==> config.mk <==
export PLATFORM = sky130hd
export DESIGN_NAME = sysid_reader
export DESIGN_NICKNAME = d
export VERILOG_FILES = /design/src/rtl/sysid_reader_pkg.sv /design/src/rtl/sysid_stall_timer.sv /design/src/rtl/sysid_reader.sv
export SDC_FILE = /design/constraint.sdc
export NUM_CORES = 1
export LEC_CHECK = 0
export ABC_AREA = 1
export ABC_CLOCK_PERIOD_IN_PS = 3670
export CELL_PAD_IN_SITES_DETAIL_PLACEMENT = 0
export CELL_PAD_IN_SITES_GLOBAL_PLACEMENT = 2
export CORE_MARGIN = 2
export CORE_UTILIZATION = 30
export DETAILED_ROUTE_END_ITERATION = 7
export PLACE_DENSITY = 0.95
export SYNTH_ARGS = -nofsm -noshare
export SYNTH_HDL_FRONTEND = slang
export SYNTH_SLANG_ARGS = --single-unit
==> constraint.sdc <==
create_clock -name clock -period 3.67 [get_ports clock]
set_clock_uncertainty 0.1 [all_clocks]
set_input_delay 0.9175 -clock clock [delete_from_list [all_inputs] [get_ports clock]]
set_output_delay 0.9175 -clock clock [all_outputs]
set_load 0.05 [all_outputs]
==> src/rtl/sysid_reader_pkg.sv <==
`default_nettype none
// sysid_reader_pkg: shared FSM states, Avalon word addresses and stall-counter width.
package sysid_reader_pkg;

    typedef enum logic [1:0] {
        IDLE   = 2'd0,
        RD_ID  = 2'd1,
        RD_TS  = 2'd2,
        FINISH = 2'd3
    } state_t;

    localparam logic ADDR_ID = 1'b0;
    localparam logic ADDR_TS = 1'b1;
    localparam int   STALL_W = 16;

endpackage
`default_nettype wire

==> src/rtl/sysid_stall_timer.sv <==
`default_nettype none
// sysid_stall_timer: counts stalled cycles of one read; expired flags the stall
// cycle that brings the count up to limit.
module sysid_stall_timer
    import sysid_reader_pkg::*;
(
    input  logic               clock,
    input  logic               reset_n,
    input  logic               clear,
    input  logic               enable,
    input  logic [STALL_W-1:0] limit,
    output logic               expired
);

    logic [STALL_W-1:0] count;

    always_ff @(posedge clock or negedge reset_n) begin
        if (!reset_n) begin
            count <= '0;
        end else if (clear) begin
            count <= '0;
        end else if (enable) begin
            count <= count + STALL_W'(1);
        end
    end

    // One extra bit so a limit of 65535 cannot wrap the comparison.
    assign expired = enable && (({1'b0, count} + (STALL_W+1)'(1)) >= {1'b0, limit});

endmodule
`default_nettype wire

==> src/rtl/sysid_reader.sv <==
`default_nettype none
// sysid_reader: reads the system-ID and timestamp words over Avalon-MM and
// reports whether the ID matches EXPECTED_ID, aborting on an excessive stall.
module sysid_reader
    import sysid_reader_pkg::*;
#(
    parameter logic [31:0] EXPECTED_ID    = 32'h0000_0000,
    parameter int unsigned TIMEOUT_CYCLES = 255,
    parameter bit          AUTO_START     = 1'b1
) (
    input  logic        clock,
    input  logic        reset_n,
    input  logic        start,
    output logic        avm_address,
    output logic        avm_read,
    input  logic [31:0] avm_readdata,
    input  logic        avm_waitrequest,
    output logic [31:0] id_value,
    output logic [31:0] timestamp,
    output logic        busy,
    output logic        done,
    output logic        id_ok,
    output logic        timeout
);

    localparam logic [STALL_W-1:0] LIMIT = STALL_W'(TIMEOUT_CYCLES);

    state_t      state, state_nx;
    logic [1:0]  sync;
    logic        auto_pend, auto_nx;
    logic        read_nx, addr_nx, done_nx, id_ok_nx, timeout_nx;
    logic [31:0] id_nx, ts_nx;
    logic        launch, expired;

    always_ff @(posedge clock or negedge reset_n) begin
        if (!reset_n) begin
            sync <= 2'b00;
        end else begin
            sync <= {sync[0], 1'b1};
        end
    end

    assign launch = sync[1] && (start || auto_pend);
    assign busy   = (state != IDLE);

    // Counter restarts whenever no read is outstanding, i.e. on entry to each read.
    sysid_stall_timer u_timer (
        .clock   (clock),
        .reset_n (reset_n),
        .clear   (!avm_read),
        .enable  (avm_read && avm_waitrequest),
        .limit   (LIMIT),
        .expired (expired)
    );

    always_ff @(posedge clock or negedge reset_n) begin
        if (!reset_n) begin
            state       <= IDLE;
            auto_pend   <= AUTO_START;
            avm_read    <= 1'b0;
            avm_address <= ADDR_ID;
            id_value    <= '0;
            timestamp   <= '0;
            done        <= 1'b0;
            id_ok       <= 1'b0;
            timeout     <= 1'b0;
        end else begin
            state       <= state_nx;
            auto_pend   <= auto_nx;
            avm_read    <= read_nx;
            avm_address <= addr_nx;
            id_value    <= id_nx;
            timestamp   <= ts_nx;
            done        <= done_nx;
            id_ok       <= id_ok_nx;
            timeout     <= timeout_nx;
        end
    end

    always_comb begin
        state_nx   = state;
        auto_nx    = auto_pend;
        read_nx    = avm_read;
        addr_nx    = avm_address;
        id_nx      = id_value;
        ts_nx      = timestamp;
        done_nx    = 1'b0;
        id_ok_nx   = id_ok;
        timeout_nx = timeout;
        case (state)
            IDLE: begin
                if (launch) begin
                    state_nx = RD_ID;
                    auto_nx  = 1'b0;
                    read_nx  = 1'b1;
                    addr_nx  = ADDR_ID;
                end
            end
            RD_ID: begin
                if (!avm_waitrequest) begin
                    id_nx    = avm_readdata;
                    read_nx  = 1'b0;
                    state_nx = RD_TS;
                end else if (expired) begin
                    read_nx    = 1'b0;
                    timeout_nx = 1'b1;
                    id_ok_nx   = 1'b0;
                    done_nx    = 1'b1;
                    state_nx   = IDLE;
                end
            end
            RD_TS: begin
                // First RD_TS cycle is the mandatory idle gap between transfers.
                if (!avm_read) begin
                    read_nx = 1'b1;
                    addr_nx = ADDR_TS;
                end else if (!avm_waitrequest) begin
                    ts_nx    = avm_readdata;
                    read_nx  = 1'b0;
                    state_nx = FINISH;
                end else if (expired) begin
                    read_nx    = 1'b0;
                    timeout_nx = 1'b1;
                    id_ok_nx   = 1'b0;
                    done_nx    = 1'b1;
                    state_nx   = IDLE;
                end
            end
            FINISH: begin
                done_nx    = 1'b1;
                id_ok_nx   = (id_value == EXPECTED_ID);
                timeout_nx = 1'b0;
                state_nx   = IDLE;
            end
            default: state_nx = IDLE;
        endcase
    end

endmodule
`default_nettype wire

==> impl_metrics.json, run 1 <==
{
  "antenna_found_initial": 0,
  "start_util": 0.308,
  "start_kind": "register",
  "grt_max_degree": 67,
  "numCtsBuffers": 9,
  "htreeDepth": 3,
  "rsz0062_at_grt": "no",
  "syn-num-nets": 494,
  "grt_overflow": 0,
  "crit_family": "buffers and inverters",
  "mostFrequentLayoutCells": "125 x nand2_1, 104 x clkdlybuf4s50_1, 89 x dfrtp_1",
  "finalCritPeriodShare": 0.782,
  "fin_crit_ns": 2.87,
  "drt-total-wl_um": 9580,
  "tightestPinTransition_ns": 0.841,
  "ant_nets": 0,
  "cts_tree": "built",
  "worst-path-buf-inv": 2,
  "netlist_area_um2": 3900,
  "irDropWorstVdd_mv": 0.744,
  "worstPathMaxFanout": 6,
  "first_pass_iters": 4,
  "syn_area_per_cell_um2": 8.56,
  "cp_data_required_time_ns": 2.65,
  "synth_warnings": 0,
  "synth_seq_area_share": 0.577,
  "worstPathCellList": "nor2_1 > inv_1 > clkdlybuf4s50_1",
  "drt_iter0_drc": 147,
  "gp_congestion": 0.836,
  "setup_violations": 0,
  "path_class": "reg2out",
  "cts_root_buf": "clkbuf_16",
  "hold_path_class": "reg2reg",
  "cts.repair.resized": 0,
  "diodes": 0,
  "relSlewSlack": 0.439,
  "die_w_um": 118,
  "slowest_stage": "clkdlybuf4s50_1",
  "critPathArrivalTime_ns": 1.85,
  "postSynthCellCount": 456,
  "power.density_nw_per_um2": 961,
  "wl_met3_um": 859,
  "clkLatencyLatePin_ns": 0.33,
  "clock-sinks": 90,
  "outcome": "complete, no violations",
  "clockBufferDepth": 2,
  "yosys.cell_types.count": 27,
  "slew_violations": 0,
  "clkTransAtPathRegs_ns": 0.07,
  "drv_cap": 0,
  "dr.max_layer_used": "met4",
  "hold_viol": 0,
  "die_area_um2": 13900,
  "grt_use_total": 0.142,
  "ctsHoldBuffers": 0,
  "nets": 600,
  "dpl.hpwl_um": 6920,
  "critPathCaptureType": "output port",
  "crit_path_max_incr_delay_ns": 0.71,
  "layout_commonest_cell": "nand2_1",
  "pin_count": 106,
  "cts_setup_buffers": 0,
  "post-route-util": 0.434,
  "wl_per_cell_um": 13.0,
  "wl_met1_um": 4440,
  "fmax_ghz": 0.348,
  "rows": 41,
  "routed_via_density": 4.40,
  "drcViolationCount": 0,
  "port_buffers": 105,
  "power_leakage_uw": 0.00254,
  "die_h_um": 118,
  "met2RoutedLength_um": 4190,
  "grt_pass1_wl_um": 16100,
  "core_area_um2": 12700,
  "num_vias": 3252,
  "areaGrowthSynthToFinish_pct": 40.9,
  "finalSetupTns_ns": 0,
  "drive_gt1_frac": 0.0688,
  "ys_ff_latch": 90,
  "grt_pass1_vias": 3312
}
-- sequential cells by signal, indices dropped and copies added, names as in the netlist --
name / flops
avm_read: 1
u_timer.count: 16
avm_address: 1
timeout: 1
id_value: 32
id_ok: 1
sync: 2
auto_pend: 1
state: 2
done: 1
timestamp: 32
-- cells in the mapped netlist (all sizes together) --
library cell | instances | area share
a21oi | 3 | 0.0038
a22o | 2 | 0.0048
clkbuf | 14 | 0.013
conb | 1 | 0.00096
dfrtp | 89 | 0.57
dfstp | 1 | 0.0067
ha | 2 | 0.0064
inv | 64 | 0.062
nand2 | 132 | 0.13
nand3 | 13 | 0.017
nand4 | 8 | 0.013
nor2 | 29 | 0.035
nor3 | 1 | 0.0013
nor4 | 8 | 0.013
o211ai | 1 | 0.0019
o21a | 1 | 0.0019
o21ai | 75 | 0.097
o21bai | 3 | 0.0067
o22ai | 7 | 0.011
xor2 | 2 | 0.0045
-- per-layer routing --
metal / vias to the layer above / track usage
met1: 1500 / 0.186
li1: 1666 / -
met3: 6 / 0.0659
met2: 80 / 0.210
met4: 0 / 0.0407
met5: - / 0
-- area by class of cell --
class	count	area (µm²)
repair buffers	109	1080
flip-flops and latches	90	2250
clock buffers	11	253
inverters	64	240
well taps	172	215
multi-input cells	288	1360
fillers	1279	7170
clock inverters	5	100
-- path summary, 6_finish.rpt --
kind	start	end	slack (ns)	depth (start not counted)
worst max-delay path	state[0]	busy	0.80	3
worst min-delay path	sync[0]	sync[1]	0.25	0
worst max register to register	u_timer.count[0]	avm_read	1.61	15
worst min register to register	sync[0]	sync[1]	0.25	0
max in group asynchronous	reset_n	id_value[13]	2.15	2
min in group asynchronous	reset_n	u_timer.count[11]	0.58	1
-- through the flow --
step	area (µm²)	power, µW	worst slack, ns	hold slack (ns)	std cells
global route	5500	5570	0.698	0.255	739
floorplan	3910	3290	1.70	0.231	456
CTS	5500	5350	0.768	0.250	739
global placement	5150	4240	1.02	0.235	723
finish	5500	5290	0.800	0.247	739
detailed placement	5150	4260	1.01	0.236	723
-- power breakdown --
group	switching [µW]	internal [µW]
logic	1780	812
registers	274	1360
clock network	369	700
-- worst register-to-register path: stages (launching register included) --
cell      delay [ns]
dfrtp_1         0.43
ha_1            0.21
nand2_2         0.10
nor2_4          0.20
nand2_1         0.08
nand2_1         0.07
nand2_1         0.07
nor2_1          0.11
nand2_1         0.06
nor2_1          0.09
nand2_1         0.07
nand2_2         0.12
inv_2           0.06
o21bai_2        0.11
nand2_1         0.06
nand2_1         0.06
-- cell families (layout without fill, tap and decap cells) --
| kind of cell | Yosys count | count (layout) | share of synthesized area |
|---|---|---|---|
| fa+ha+maj | 2 | 2 | 0.00641 |
| xor+xnor | 2 | 2 | 0.00449 |
| flops | 90 | 90 | 0.577 |
| buf+inv | 78 | 189 | 0.0750 |
| simple gates | 191 | 191 | 0.209 |
| other cells | 1 | 1 | 0.000960 |
| compound gates | 92 | 92 | 0.128 |
Power figures use the tool's default switching activity.
==> run 2: changes to the inputs <==
Settings changed: ABC_CLOCK_PERIOD_IN_PS 3670 to 2800, CORE_UTILIZATION 30 to 28, PLACE_DENSITY 0.95 to 0.92.
Clock period 3.67 ns to 2.8 ns, I/O delays scaled along.
==> run 2 against run 1 <==
Sequential cell count unchanged. Combinational power is 32% higher. First-iteration DRC count down 5.4%. Sequential power is 31% higher. Die area up 6.9%. Routed wire length rose by 2.4%. Total power rose by 27%. Clock power grew 8%. Worst setup slack worse by 0.64 ns. Worst hold slack about the same. Highest routed layer unchanged.
==> impl_metrics.json, run 2 (synthesis results as in run 1) <==
{
  "outcome": "complete, no violations",
  "grt_pass1_wl_um": 16400,
  "cts.repair.resized": 0,
  "areaGrowthSynthToFinish_pct": 40.0,
  "power.density_nw_per_um2": 1230,
  "finalSetupTns_ns": 0,
  "pre_cts_ws_ns": 0.330,
  "fin_crit_ns": 2.63,
  "cts_setup_buffers": 0,
  "power_leakage_uw": 0.00251,
  "diodes": 0,
  "drt-total-wl_um": 9810,
  "irDropWorstVdd_mv": 0.686,
  "setup_violations": 0,
  "fmax_ghz": 0.380,
  "cts_tree": "built",
  "hold_path_class": "reg2reg",
  "multiInputGateArea_um2": 1360,
  "cp_data_required_time_ns": 2.00,
  "top_regs": "id_value x32, timestamp x32, u_timer.count x16",
  "pin_count": 106,
  "nFillCells": 1427,
  "critPathArrivalTime_ns": 1.83,
  "num_vias": 3295,
  "drive_gt1_frac": 0.0617,
  "ff_latch_area_um2": 2250,
  "nets": 600,
  "grt_use_total": 0.139,
  "drcViolationCount": 0,
  "port_buffers": 105,
  "relSlewSlack": 0.615,
  "first_pass_iters": 4,
  "mostFrequentLayoutCells": "125 x nand2_1, 104 x clkdlybuf4s50_1, 89 x dfrtp_1",
  "die_h_um": 122,
  "clkLatencyLatePin_ns": 0.33,
  "layout_commonest_cell": "nand2_1",
  "worstPathMaxFanout": 6,
  "wl_met1_um": 4630,
  "hold_viol": 0,
  "start_util": 0.284,
  "dpl.hpwl_um": 6970,
  "drv_cap": 0,
  "place_inst": 731,
  "start_kind": "register",
  "met2RoutedLength_um": 4350,
  "clockBufferDepth": 2,
  "ant_nets": 0,
  "rsz0062_at_grt": "no",
  "slew_violations": 0,
  "grt_overflow": 0,
  "rows": 43,
  "layoutNonFillerInstCount": 747,
  "finalCritPeriodShare": 0.941,
  "path_class": "reg2out",
  "setup_slack_ns": 0.165,
  "wl_per_cell_um": 13.1,
  "htreeDepth": 3,
  "gp_congestion": 0.789,
  "routed_via_density": 4.41,
  "wl_met3_um": 791,
  "clkTransAtPathRegs_ns": 0.06,
  "grt_max_degree": 65,
  "post-route-util": 0.397,
  "core_area_um2": 13800,
  "die_w_um": 122,
  "critPathCaptureType": "output port",
  "antenna_found_initial": 0,
  "tightestPinTransition_ns": 0.577,
  "dr.max_layer_used": "met4",
  "numCtsBuffers": 9,
  "clock-sinks": 90,
  "cts_root_buf": "clkbuf_16",
  "drt_iter0_drc": 139,
  "die_area_um2": 14900,
  "ctsHoldBuffers": 0,
  "grt_pass1_vias": 3445
}
[run 2: changes by cell type in the layout (fill, tap and decap cells not counted)]
cell and delta:
buf_12 +2, buf_4 -2, bufinv_16 -2, clkbuf_1 +4, clkbuf_8 -2
[run 2: worst paths after layout]
| path | startpoint | cells past startpoint | slack (ns) | endpoint |
|---|---|---|---|---|
| max reg2reg | u_timer.count[0] | 13 | 0.76 | avm_read |
| max in group asynchronous | reset_n | 2 | 1.68 | timestamp[20] |
| min reg2reg | sync[0] | 0 | 0.25 | sync[1] |
| min in group asynchronous | reset_n | 1 | 0.26 | u_timer.count[11] |
| min | sync[0] | 0 | 0.25 | sync[1] |
| max | state[0] | 3 | 0.17 | busy |
[run 2: per-layer routing]
metal,up-vias,global-route usage
met3,2,0.0599
met1,1549,0.180
met2,74,0.209
met5,-,0
li1,1670,-
met4,0,0.0445
[run 2: worst max-delay path, cell delays in order (launching register included)]
cell	delay [ns]
dfrtp_1	0.44
nor2_1	0.25
inv_1	0.11
clkdlybuf4s50_1	0.71
[run 2: layout make-up]
class | count | area share
clock buffer | 13 | 0.0439
sequential | 90 | 0.412
clock inverter | 3 | 0.00732
inverter | 64 | 0.0439
tap | 180 | 0.0412
timing repair buffer | 109 | 0.202
multi-input combinational | 288 | 0.249
[run 2: through the flow]
stage / hold WS (ns) / cell area, µm² / total power, µW
5_1_grt: 0.267 / 5470 / 7100
3_3_place_gp: 0.234 / 5190 / 5580
2_1_floorplan: 0.231 / 3910 / 4320
6_report: 0.247 / 5470 / 6730
3_5_place_dp: 0.236 / 5190 / 5590
4_1_cts: 0.249 / 5470 / 6800
[run 2: where the power goes]
group	switching (µW)	internal (µW)	total, µW
sequential	367	1780	2140
clock	473	691	1160
combinational	2340	1080	3420
total	3180	3550	6730
